File: src/rtl/ex_mem_pkg.sv
// Shared constants and types for the EX/MEM pipeline latch.
// Holds the widths, the RUN/HALTED state encoding and the overflow-count helper.
package ex_mem_pkg;

  localparam int DATA_W = 16;
  localparam int REG_W  = 3;
  localparam int CNT_W  = 8;

  localparam logic [CNT_W-1:0] CNT_MAX = '1;

  typedef enum logic {
    RUN    = 1'b0,
    HALTED = 1'b1
  } state_t;

  // Saturating increment: the overflow count sticks at all-ones.
  function automatic logic [CNT_W-1:0] sat_inc(input logic [CNT_W-1:0] val);
    return (val == CNT_MAX) ? val : val + 1'b1;
  endfunction

endpackage

File: src/rtl/ex_mem_latch_dff_en16.sv
// 16-bit register with synchronous active-high reset and load enable.
// Used for the wide data fields of the EX/MEM latch.
module dff_en16
  import ex_mem_pkg::*;
(
  input  logic              clk,
  input  logic              rst,
  input  logic              en,
  input  logic [DATA_W-1:0] d,
  output logic [DATA_W-1:0] q
);

  always_ff @(posedge clk) begin
    if (rst) begin
      q <= '0;
    end else if (en) begin
      q <= d;
    end
  end

endmodule

File: src/rtl/ex_mem_latch.sv
// EX/MEM pipeline latch with flush/stall, a sticky halt state and an overflow counter.
// Operand forwarding compare is built only when EX_FWD_EN is defined.
module ex_mem_latch
  import ex_mem_pkg::*;
(
  input  logic              clk,
  input  logic              rst,
  input  logic              ex_valid,
  input  logic [DATA_W-1:0] ex_alu_out,
  input  logic              ex_ofl,
  input  logic [DATA_W-1:0] ex_st_data,
  input  logic [REG_W-1:0]  ex_wr_reg,
  input  logic              ex_reg_wr,
  input  logic              ex_mem_wr,
  input  logic              ex_mem_rd,
  input  logic              ex_halt,
  input  logic              stall,
  input  logic              flush,
  input  logic [REG_W-1:0]  id_rs,
  input  logic [REG_W-1:0]  id_rt,
  output logic              mem_valid,
  output logic [DATA_W-1:0] mem_alu_out,
  output logic              mem_ofl,
  output logic [DATA_W-1:0] mem_st_data,
  output logic [REG_W-1:0]  mem_wr_reg,
  output logic              mem_reg_wr,
  output logic              mem_mem_wr,
  output logic              mem_mem_rd,
  output logic              mem_halt,
  output logic              halted,
  output logic              fwd_a,
  output logic              fwd_b,
  output logic [CNT_W-1:0]  ofl_cnt
);

  genvar gi;

  state_t state_reg;
  logic   load;
  logic   bubble;

  // Bubble covers both an explicit flush and the halted state swallowing loads.
  assign bubble = flush | (~stall & (state_reg == HALTED));
  assign load   = ~flush & ~stall & (state_reg == RUN);
  assign halted = (state_reg == HALTED);

  logic [1:0][DATA_W-1:0] wide_d;
  logic [1:0][DATA_W-1:0] wide_q;

  assign wide_d[0]   = ex_alu_out;
  assign wide_d[1]   = ex_st_data;
  assign mem_alu_out = wide_q[0];
  assign mem_st_data = wide_q[1];

  for (gi = 0; gi < 2; gi++) begin : g_wide
    dff_en16 u_dff (
      .clk (clk),
      .rst (rst),
      .en  (load),
      .d   (wide_d[gi]),
      .q   (wide_q[gi])
    );
  end

  always_ff @(posedge clk) begin
    if (rst) begin
      state_reg  <= RUN;
      mem_valid  <= 1'b0;
      mem_ofl    <= 1'b0;
      mem_wr_reg <= '0;
      mem_reg_wr <= 1'b0;
      mem_mem_wr <= 1'b0;
      mem_mem_rd <= 1'b0;
      mem_halt   <= 1'b0;
      ofl_cnt    <= '0;
    end else if (bubble) begin
      mem_valid  <= 1'b0;
      mem_ofl    <= 1'b0;
      mem_reg_wr <= 1'b0;
      mem_mem_wr <= 1'b0;
      mem_mem_rd <= 1'b0;
      mem_halt   <= 1'b0;
    end else if (load) begin
      // Data is always captured; controls only survive for a valid instruction.
      mem_valid  <= ex_valid;
      mem_wr_reg <= ex_wr_reg;
      mem_ofl    <= ex_valid & ex_ofl;
      mem_reg_wr <= ex_valid & ex_reg_wr;
      mem_mem_wr <= ex_valid & ex_mem_wr;
      mem_mem_rd <= ex_valid & ex_mem_rd;
      mem_halt   <= ex_valid & ex_halt;
      if (ex_valid & ex_ofl) begin
        ofl_cnt <= sat_inc(ofl_cnt);
      end
      if (ex_valid & ex_halt) begin
        state_reg <= HALTED;
      end
    end
  end

`ifdef EX_FWD_EN
  logic [1:0][REG_W-1:0] id_src;
  logic [1:0]            fwd_vec;
  logic                  fwd_ok;

  assign id_src[0] = id_rs;
  assign id_src[1] = id_rt;
  // A load result is not available yet, so it never forwards from this stage.
  assign fwd_ok    = mem_valid & mem_reg_wr & ~mem_mem_rd;

  for (gi = 0; gi < 2; gi++) begin : g_fwd
    assign fwd_vec[gi] = fwd_ok & (mem_wr_reg == id_src[gi]);
  end

  assign fwd_a = fwd_vec[0];
  assign fwd_b = fwd_vec[1];
`else
  logic unused_fwd_ins;

  assign unused_fwd_ins = ^{id_rs, id_rt};
  assign fwd_a          = 1'b0;
  assign fwd_b          = 1'b0;
`endif

endmodule

File: config.mk
export PLATFORM = sky130hd
export DESIGN_NAME = ex_mem_latch
export DESIGN_NICKNAME = d
export VERILOG_FILES = /design/src/rtl/ex_mem_pkg.sv /design/src/rtl/ex_mem_latch_dff_en16.sv /design/src/rtl/ex_mem_latch.sv
export SDC_FILE = /design/constraint.sdc
export NUM_CORES = 1
export LEC_CHECK = 0
export ABC_AREA = 1
export BUFFER_PORTS_ARGS = -buffer_cell sky130_fd_sc_hd__buf_4
export CELL_PAD_IN_SITES_DETAIL_PLACEMENT = 0
export CELL_PAD_IN_SITES_GLOBAL_PLACEMENT = 1
export CORE_UTILIZATION = 30
export DETAILED_ROUTE_END_ITERATION = 12
export PLACE_DENSITY = 0.78
export SLEW_MARGIN = 20
export SYNTH_ARGS = -nofsm -noshare
export SYNTH_HDL_FRONTEND = slang
export SYNTH_SLANG_ARGS = --single-unit
export TNS_END_PERCENT = 5
File: constraint.sdc
create_clock -name clk -period 1.5 [get_ports clk]
set_input_delay 0.15 -clock clk [delete_from_list [all_inputs] [get_ports clk]]
set_output_delay 0.15 -clock clk [all_outputs]
set_load 0.05 [all_outputs]
---- After elaboration in Yosys (flattened, before gate mapping) ----
Index checks and enable logic that the tools add are counted.
cells by class
  add/subtract/negate cells ............... 1
  equal/unequal tests ..................... 1
  bitwise logic cells ..................... 14
  reductions and logical operators ........ 4
operators by type and width
  operator                                                       number
  8-bit by 1-bit adder with 8-bit output, second input constant  1
  1-bit AND                                                      8
  8-bit equality test, second input constant                     1
  1-bit inverter                                                 5
  4-bit AND reduction                                            1
  3-bit AND reduction                                            1
  2-bit AND reduction                                            1
  2-bit OR reduction                                             1
  1-bit OR                                                       1
word-level totals
  register bits ........................... 50
  bits of input ports ..................... 51

---- Longest topological paths before layout ----
Gate-level depths: netlist (run 1).
  depth after elaboration ................. 5
  mapped depth ............................ 9

---- By module ----
A second synthesis (run 1) with hierarchy kept.
unflattened totals
  cell total of the unflattened synthesis .. 338
  area, all modules ....................... 2242.2 sq um
modules (own cells, without submodules)
  module        times used  cells each  area each (sq um)  seq. area each (sq um)
  dff_en16      2           101         670.6              320.3
  ex_mem_latch  1           136         900.9              360.3

---- Worst setup path before layout (run 1) ----
Ideal clock, no wire load.
  kind .................................... register -> register
  start ................................... reg ofl_cnt[0]
  end ..................................... reg ofl_cnt[0]
  library setup time ...................... 0.110 ns
  data arrival time ....................... 1.622 ns
  path slack .............................. -0.231 ns
  stages on the path, launching flop included .. 10
  buffers on the path ..................... 1
  period minus slack after synthesis ...... 1.731 ns
  path through ............................ dfxtp_1 -> ha_1 -> nand2_1 -> nor2_2 -> nand2_1 -> nand3_2 -> buf_6 -> nand2_2 -> nand2_1 -> nor2_1
between the ends
  longest elaborated chain between the ends .. 3
  elaborated cells on any way between the ends .. 4
  those cells by class .................... add/sub (1); eq/ne (1); bitwise (1); reduce/logical (1)
ends and longest elaborated chain
  element                                                                         line                text
  start, declared                                                                 ex_mem_latch.sv:33  output logic [CNT_W-1:0] ofl_cnt
  start signal, assigned                                                          ex_mem_latch.sv:93  ofl_cnt <= sat_inc(ofl_cnt);
  branches (longest 3 deep; another with 8-bit by 1-bit adder with 8-bit output)  n/a
Several ways; the timed one is not identified.
A chain may end at the register's enable or synchronous reset.

---- Worst setup path in the final report (run 1) ----
  start ................................... reg ofl_cnt[0]
  end ..................................... reg ofl_cnt[7]
Same word-level chain as after synthesis.

==> results of run 1 <==
[metrics by stage]
step                instance area [µm²]  instances  worst slack (ns)   util
finish                             2930        446             0.125  0.459
global route                       2930        446            0.0117  0.459
detailed placement                 2810        439            0.0912  0.439
CTS                                2920        446            0.0692  0.457
global placement                   2810        439             0.111  0.439
floorplan                          2010        275          0.000571      -
[cell families after synthesis]
kind of cell,count (synthesis),synth area share
AOI/OAI and AO/OA,47,0.119
xor gates and xnor gates,2,0.00874
adders and majority gates,1,0.00624
buffers and inverters,32,0.0705
DFF,50,0.499
other,1,0.00187
and+or+nand+nor,141,0.295
[synthesized netlist by cell type]
master / count
buf_2: 5
nand3_1: 7
nor2_1: 85
a21oi_1: 9
xnor2_1: 1
ha_1: 1
o21ai_0: 37
inv_1: 16
o21bai_1: 1
xor2_1: 1
dfxtp_1: 50
inv_2: 2
nand2_2: 6
conb_1: 1
nor2_8: 1
nor2_2: 2
nand2_4: 1
nand2_1: 37
buf_4: 2
buf_6: 1
nand4_1: 1
nand3_2: 1
clkbuf_1: 6
[where the power goes]
group          total, µW  internal [µW]  switching [µW]
Clock                962            534             428
Sequential          1440           1400            40.7
Combinational        677            238             440
[routing by layer]
metal | part of all wire | vias up
met4 | 0.010 | 0
met5 | 0 | -
met1 | 0.47 | 845
met3 | 0.075 | 5
met2 | 0.45 | 60
li1 | - | 1035
[final cells by class]
class | instances | area, µm² | area share
clock inverters | 1 | 30.0 | 0.0102
repair buffers | 101 | 771 | 0.263
flip-flops and latches | 50 | 1010 | 0.343
well taps | 77 | 96.3 | 0.0329
inverters | 18 | 67.6 | 0.0231
clock buffers | 6 | 82.6 | 0.0282
multi-input cells | 193 | 877 | 0.299
[how the worst min path moves through the flow]
stage                     start         end  depth (start not counted)
after global routing        rst  ofl_cnt[0]                          2
after detailed placement    rst  ofl_cnt[3]                          2
after floorplan             rst  ofl_cnt[3]                          1
final                       rst  ofl_cnt[3]                          2
after CTS                   rst  ofl_cnt[3]                          2
after global placement      rst  ofl_cnt[0]                          2
[what timing repair did]
action                     in CTS  in global routing
gates resized for setup         0                  2
hold endpoints to repair        0                  0
setup endpoints to repair       0                  5
==> results.sh, run 1 <==
export IMPL_dieHeight_um=83.7
export IMPL_avgRoutedWirePerCell_um=10.9
export IMPL_drtIter0Drc=75
export IMPL_syn_area_per_cell_um2=7.32
export IMPL_grt_pass1_vias=1772
export IMPL_worstPathRequired_ns=1.70
export IMPL_cts_root_buffer="clkbuf_8"
export IMPL_path_clk_slew_ns=0.09
export IMPL_hold_path_class="input pin to register"
export IMPL_timing_hold_ws_ns=0.0284
export IMPL_grtUsageMet3=0.0514
export IMPL_ctsHoldBuffers=0
export IMPL_crit_path_start="ofl_cnt[0]"
export IMPL_gp_congestion=0.751
export IMPL_cp_end_kind="register"
export IMPL_critPathMaxFanout=12
export IMPL_max_stage_delay_ns=0.38
export IMPL_rows=29
export IMPL_yosys_warnings=0
export IMPL_r2r_slack_ns=0.12
export IMPL_clock_path_buffers=2
export IMPL_hold_viol=0
export IMPL_hpwl_mm=3.54
export IMPL_min_period_ns=1.38
export IMPL_grt_util_all_layers=0.140
export IMPL_fillCellCount=688
export IMPL_clock_latency_ns=0.30
export IMPL_worst_clock_skew_ns=0.00732
export IMPL_yosysUniqueCellTypes=23
export IMPL_finalSetupTns_ns=0
export IMPL_antenna_found_initial=0
export IMPL_cp_depth=8
export IMPL_met1_usage=0.171
export IMPL_path_buf_inv=0
export IMPL_r2r_end="ofl_cnt[7]"
export IMPL_overflow=0
export IMPL_fmax_mhz=727
export IMPL_synth_cell_area_um2=2000
export IMPL_drcViolationCount=0
export IMPL_arrival_ns=1.58
export IMPL_rsz0062_at_grt="no"
export IMPL_viasPerCell=4.36
export IMPL_ioPinCount=103
export IMPL_drive_above_1_share=0.341
export IMPL_path_class="register to register"
export IMPL_drv_cap=0
export IMPL_fin_crit_sh=0.917
export IMPL_vias=1945
export IMPL_finalSetupViolations=0
export IMPL_yosysTopAreaCell="dfxtp_1"
export IMPL_dr_pass1_iters=4
export IMPL_grt_max_degree=30
export IMPL_ant_nets=0
export IMPL_outcome="complete, no violations"
export IMPL_grt_pass1_wl_mm=7.98
export IMPL_core_area_um2=6390
export IMPL_crit_path_frequent_cell="nand2_1"
export IMPL_syn_inst=274
export IMPL_maxSlewViolCount=0
export IMPL_portBuffers=94
export IMPL_leakagePower_uw=0.00139
export IMPL_cts_buffers=5
export IMPL_layout_common_cells="100 x buf_4, 85 x nor2_1, 46 x dfxtp_1"
export IMPL_grt_busiest_layer="met2"
export IMPL_worstPathCellList="ha_1, nand2_1, nor2_2, nand2_1, nand3_4, nand2_1, nand2_1, nor2_1"
export IMPL_clkSinkCount=50
export IMPL_cpMaxStageDelayCell="dfxtp_2"
export IMPL_crit_path_end="ofl_cnt[7]"
export IMPL_mostFrequentLayoutCell="buf_4"
export IMPL_power_density_nw_per_um2=1050
export IMPL_seq_area_frac_synth=0.499
export IMPL_num_antenna_cells=0
export IMPL_cp_start_kind="register"
export IMPL_total_power_uw=3080
export IMPL_layout_nets=421
export IMPL_synthTopCellsByArea="dfxtp_1 50%, nor2_1 16%, o21ai_0 9.2%, nand2_1 6.9%, inv_1 3.0%"
export IMPL_vdd_ir_drop_max_mv=0.559
export IMPL_ff2ff_path_depth=8
export IMPL_die_w_um=83.7
export IMPL_finalWirelength_mm=4.86
export IMPL_critPathTopFamily="simple AND/OR/NAND/NOR gates"
export IMPL_grt_met2_usage=0.225
export IMPL_cts_setup_buffers=0
export IMPL_worst_r2r_startpoint="ofl_cnt[0]"
export IMPL_largest_reg_flops=32
export IMPL_die_area_um2=7010
export IMPL_synth_top_cell_area_share=0.499
export IMPL_cts_tree="done"
export IMPL_initial_core_util=0.314
export IMPL_ys_ff_latch=50
export IMPL_htree_num_levels=2
export IMPL_areaGrowthSynthToFinish_pct=46.2
Power figures use the tool's default switching activity.
==> inputs of run 2 (changes only) <==
REMOVE_ABC_BUFFERS = 1   (was default)
==> run 2 against run 1 <==
Effect of this change:
- combinational power increased by 2%
- die area is the same
- critical path depth unchanged
- clock-buffer cell count decreased by 1
- routed wire length rose by 3.8%
- critical endpoint unchanged
==> results.sh, run 2 (synthesis gave the netlist of run 1 again) <==
export IMPL_ant_nets=0
export IMPL_hold_path_class="input pin to register"
export IMPL_path_class="register to register"
export IMPL_grtUsageMet3=0.0445
export IMPL_dr_pass1_iters=4
export IMPL_ioPinCount=103
export IMPL_dieHeight_um=83.7
export IMPL_largest_reg_flops=32
export IMPL_critPathTopFamily="simple AND/OR/NAND/NOR gates"
export IMPL_htree_num_levels=2
export IMPL_path_buf_inv=0
export IMPL_min_period_ns=1.31
export IMPL_max_stage_delay_ns=0.34
export IMPL_cpMaxStageDelayCell="dfxtp_1"
export IMPL_portBuffers=94
export IMPL_arrival_ns=1.50
export IMPL_critPathMaxFanout=12
export IMPL_grt_max_degree=43
export IMPL_placed_cells=440
export IMPL_drive_above_1_share=0.330
export IMPL_outcome="complete, no violations"
export IMPL_finalSetupTns_ns=0
export IMPL_overflow=0
export IMPL_power_density_nw_per_um2=985
export IMPL_path_clk_slew_ns=0.09
export IMPL_drv_cap=0
export IMPL_fmax_mhz=766
export IMPL_worstPathRequired_ns=1.70
export IMPL_ff2ff_path_depth=8
export IMPL_timing_hold_ws_ns=0.0306
export IMPL_worst_r2r_startpoint="ofl_cnt[0]"
export IMPL_hold_viol=0
export IMPL_layout_nets=422
export IMPL_grt_util_all_layers=0.144
export IMPL_clock_latency_ns=0.29
export IMPL_layout_common_cells="99 x buf_4, 85 x nor2_1, 50 x dfxtp_1"
export IMPL_mostFrequentLayoutCell="buf_4"
export IMPL_grt_pass1_vias=1737
export IMPL_grt_met2_usage=0.225
export IMPL_hold_depth=2
export IMPL_hpwl_mm=3.55
export IMPL_crit_path_frequent_cell="nand2_1"
export IMPL_areaGrowthSynthToFinish_pct=45.9
export IMPL_avgRoutedWirePerCell_um=11.3
export IMPL_fin_crit_sh=0.870
export IMPL_min_delay_start="rst"
export IMPL_worst_clock_skew_ns=0.00304
export IMPL_dpl_cell_area_um2=2830
export IMPL_clock_path_buffers=2
export IMPL_grt_busiest_layer="met2"
export IMPL_stdcell_area_um2=2930
export IMPL_clkSinkCount=50
export IMPL_rows=29
export IMPL_finalSetupViolations=0
export IMPL_cp_end_kind="register"
export IMPL_maxSlewViolCount=0
export IMPL_final_cells=447
export IMPL_leakagePower_uw=0.00139
export IMPL_cts_buffers=5
export IMPL_fillCellCount=659
export IMPL_initial_core_util=0.314
export IMPL_die_area_um2=7010
export IMPL_cts_root_buffer="clkbuf_8"
export IMPL_finalWirelength_mm=5.04
export IMPL_cts_tree="done"
export IMPL_drtIter0Drc=83
export IMPL_vias=1966
export IMPL_gp_congestion=0.707
export IMPL_rsz0062_at_grt="no"
export IMPL_viasPerCell=4.40
export IMPL_antenna_found_initial=0
export IMPL_cp_start_kind="register"
export IMPL_grt_pass1_wl_mm=8.16
export IMPL_num_antenna_cells=0
export IMPL_cp_depth=8
export IMPL_die_w_um=83.7
export IMPL_drcViolationCount=0
export IMPL_total_power_uw=2880
export IMPL_core_area_um2=6390
export IMPL_met1_usage=0.194
export IMPL_vdd_ir_drop_max_mv=0.584
export IMPL_worstPathCellList="ha_1, nand2_1, nor2_2, nand2_1, nand3_4, nand2_1, nand2_1, nor2_1"
export IMPL_crit_path_start="ofl_cnt[0]"
[run 2: cell count changes in the layout (fill, tap and decap cells not counted), sizes merged]
cell / before / now
buf: 101 / 102
bufinv: 1 / 0
clkbuf: 6 / 5
clkinvlp: 0 / 2
[run 2: final cells by class]
cell class,count,area (µm²),share of cell area
tap,77,96.3,0.0329
multi-input combinational,193,873,0.299
inverter,18,67.6,0.0231
sequential,50,1000,0.342
clock inverter,2,15.0,0.00513
timing repair buffer,102,803,0.275
clock buffer,5,68.8,0.0235
[run 2: timing repair]
action / in CTS / in global routing
gates resized for setup: 0 / 1
setup buffers: 0 / 0
endpoints found under the setup margin: 0 / 6
hold buffers: 0 / 0
[run 2: layer usage]
layer  wire, µm  vias up
met1       2450      860
li1           -     1041
met4         15        0
met3        374        2
met2       2200       63
met5          0        -
[run 2: worst paths after layout]
| check | slack [ns] | endpoint |
|---|---|---|
| hold reg to reg | 0.47 | mem_reg_wr |
| setup / recovery | 0.19 | ofl_cnt[7] |
| setup reg to reg | 0.19 | ofl_cnt[7] |
| hold / removal | 0.03 | halted |
[run 2: power by group]
| part | internal, µW | switching, µW | total [µW] | leakage [µW] |
|---|---|---|---|---|
| registers | 1400 | 38.2 | 1440 | 0.000410 |
| logic | 244 | 445 | 689 | 0.000942 |
| clock network | 319 | 436 | 755 | 0.0000362 |
[run 2: stage by stage]
stage	worst slack, ns	util
6_report	0.194	0.458
5_1_grt	0.0245	0.458
3_5_place_dp	0.121	0.444
2_1_floorplan	-0.259	-
3_3_place_gp	0.144	0.444
4_1_cts	0.0941	0.457
[run 2: worst register-to-register path, delay by kind of cell, from the launching register on]
kind                       cells  cell delay, ns
DFF                            1            0.34
and+or+nand+nor                7            0.71
adders and majority gates      1            0.17
==> inputs of run 3 (changes only) <==
CELL_PAD_IN_SITES_DETAIL_PLACEMENT = 1   (was 0)
==> run 3 against run 2 <==
Effect of this change:
- fmax decreased by 1.9%
- clock skew increased by 0.0021 ns
- sequential share of layout area unchanged
- cell count unchanged
- critical path depth unchanged
- sequential power about the same
- clock power increased by 2%
- global-route usage increased by 2.0 points
- total power increased by 0.79%
- critical endpoint unchanged
- highest routed layer unchanged
==> results.sh, run 3 (synthesis gave the netlist of run 1 again) <==
export IMPL_outcome="complete, no violations"
export IMPL_drv_cap=0
export IMPL_mostFrequentLayoutCell="buf_4"
export IMPL_worst_clock_skew_ns=0.00515
export IMPL_min_to="halted"
export IMPL_layout_nets=422
export IMPL_min_period_ns=1.33
export IMPL_r2r_end="ofl_cnt[7]"
export IMPL_leakagePower_uw=0.00139
export IMPL_dieHeight_um=83.7
export IMPL_die_w_um=83.7
export IMPL_critPathMaxFanout=4
export IMPL_cp_start_kind="register"
export IMPL_worstPathRequired_ns=1.70
export IMPL_hpwl_mm=4.18
export IMPL_vdd_ir_drop_max_mv=0.532
export IMPL_hold_depth=2
export IMPL_min_delay_start="rst"
export IMPL_cts_buffers=5
export IMPL_finalWirelength_mm=5.65
export IMPL_areaGrowthSynthToFinish_pct=45.9
export IMPL_drtIter0Drc=65
export IMPL_ioPinCount=103
export IMPL_core_area_um2=6390
export IMPL_hold_path_class="input pin to register"
export IMPL_die_area_um2=7010
export IMPL_total_power_uw=2900
export IMPL_fmax_mhz=751
export IMPL_clock_path_buffers=2
export IMPL_clkSinkCount=50
export IMPL_avgRoutedWirePerCell_um=12.6
export IMPL_ant_nets=0
export IMPL_grt_pass1_wl_mm=9.29
export IMPL_worstPathCellList="buf_4, nand3_1, nor2_1, nand2_1, nand2_1, nand2_1, nor2_1, nor2_1"
export IMPL_worst_r2r_startpoint="ofl_cnt[2]"
export IMPL_grt_max_degree=43
export IMPL_clock_latency_ns=0.30
export IMPL_maxSlewViolCount=0
export IMPL_arrival_ns=1.53
export IMPL_antenna_found_initial=0
export IMPL_drive_above_1_share=0.330
export IMPL_rsz0062_at_grt="no"
export IMPL_dr_pass1_iters=4
export IMPL_rows=29
export IMPL_path_class="register to register"
export IMPL_power_density_nw_per_um2=993
export IMPL_hold_viol=0
export IMPL_grt_util_all_layers=0.164
export IMPL_num_antenna_cells=0
export IMPL_path_buf_inv=1
export IMPL_grt_pass1_vias=2029
export IMPL_path_clk_slew_ns=0.09
export IMPL_layout_common_cells="99 x buf_4, 85 x nor2_1, 50 x dfxtp_1"
export IMPL_max_stage_delay_ns=0.40
export IMPL_largest_reg_flops=32
export IMPL_vias=2034
export IMPL_fin_crit_sh=0.888
export IMPL_cpMaxStageDelayCell="dfxtp_1"
export IMPL_finalSetupViolations=0
export IMPL_ff2ff_path_depth=8
export IMPL_portBuffers=94
export IMPL_htree_num_levels=2
export IMPL_cts_tree="done"
export IMPL_r2r_slack_ns=0.17
export IMPL_dpl_cell_area_um2=2830
export IMPL_viasPerCell=4.55
export IMPL_cts_root_buffer="clkbuf_8"
export IMPL_cp_end_kind="register"
export IMPL_finalSetupTns_ns=0
export IMPL_initial_core_util=0.314
export IMPL_gp_congestion=0.707
export IMPL_overflow=0
export IMPL_critPathTopFamily="simple AND/OR/NAND/NOR gates"
export IMPL_stdcell_area_um2=2930
export IMPL_drcViolationCount=0
[run 3: cell counts in the layout (fill, tap and decap cells not counted)]
Identical to the previous run, type by type.
[run 3: what timing repair did]
item,CTS,global route
hold buffers,0,0
setup buffers,0,0
setup endpoints to repair,0,6
gates resized for setup,0,1
[run 3: report_power, final]
| part | leakage, µW | internal [µW] | total, µW | switching (µW) |
|---|---|---|---|---|
| sequential | 0.000410 | 1400 | 1440 | 40.8 |
| combinational | 0.000942 | 244 | 694 | 450 |
| clock | 0.0000362 | 319 | 770 | 450 |
[run 3: layout make-up]
type	count	area (µm²)
Clock buffer	5	68.8
Clock inverter	2	15.0
Fill cell	818	3460
Inverter	18	67.6
Multi-Input combinational cell	193	873
Sequential cell	50	1000
Tap cell	77	96.3
Timing Repair Buffer	102	803
[run 3: worst reg2reg max path, stage by stage (launching register included)]
cell and delay (ns):
dfxtp_1 0.40, buf_4 0.16, nand3_1 0.12, nor2_1 0.22
nand2_1 0.08, nand2_1 0.07, nand2_1 0.05, nor2_1 0.09
nor2_1 0.05
[run 3: worst max path at each step]
stage	from	endpoint	slack (ns)	cells after the start
after floorplan	ofl_cnt[0]	ofl_cnt[6]	-0.26	8
after global placement	ofl_cnt[0]	ofl_cnt[6]	0.14	8
after detailed placement	ofl_cnt[0]	ofl_cnt[7]	0.10	8
after CTS	ofl_cnt[0]	ofl_cnt[7]	0.08	8
after global routing	halted	mem_halt	0.04	8
final	ofl_cnt[2]	ofl_cnt[7]	0.17	8
[run 3: per-layer routing]
layer | vias up | part of all wire | GRT usage
met4 | 0 | 0.0085 | 0.0370
met2 | 65 | 0.47 | 0.289
met3 | 6 | 0.057 | 0.0396
met5 | - | 0 | 0
met1 | 924 | 0.46 | 0.201
li1 | 1039 | - | -
[run 3: per-stage QoR]
stage / worst slack, ns / std cells / hold slack, ns / utilization
after floorplan: -0.259 / 261 / 0.219 / -
after global placement: 0.144 / 440 / 0.339 / 0.444
after detailed placement: 0.102 / 440 / 0.341 / 0.444
after CTS: 0.0772 / 447 / 0.0132 / 0.457
after global routing: 0.0362 / 447 / 0.0165 / 0.458
final: 0.168 / 447 / 0.0174 / 0.458
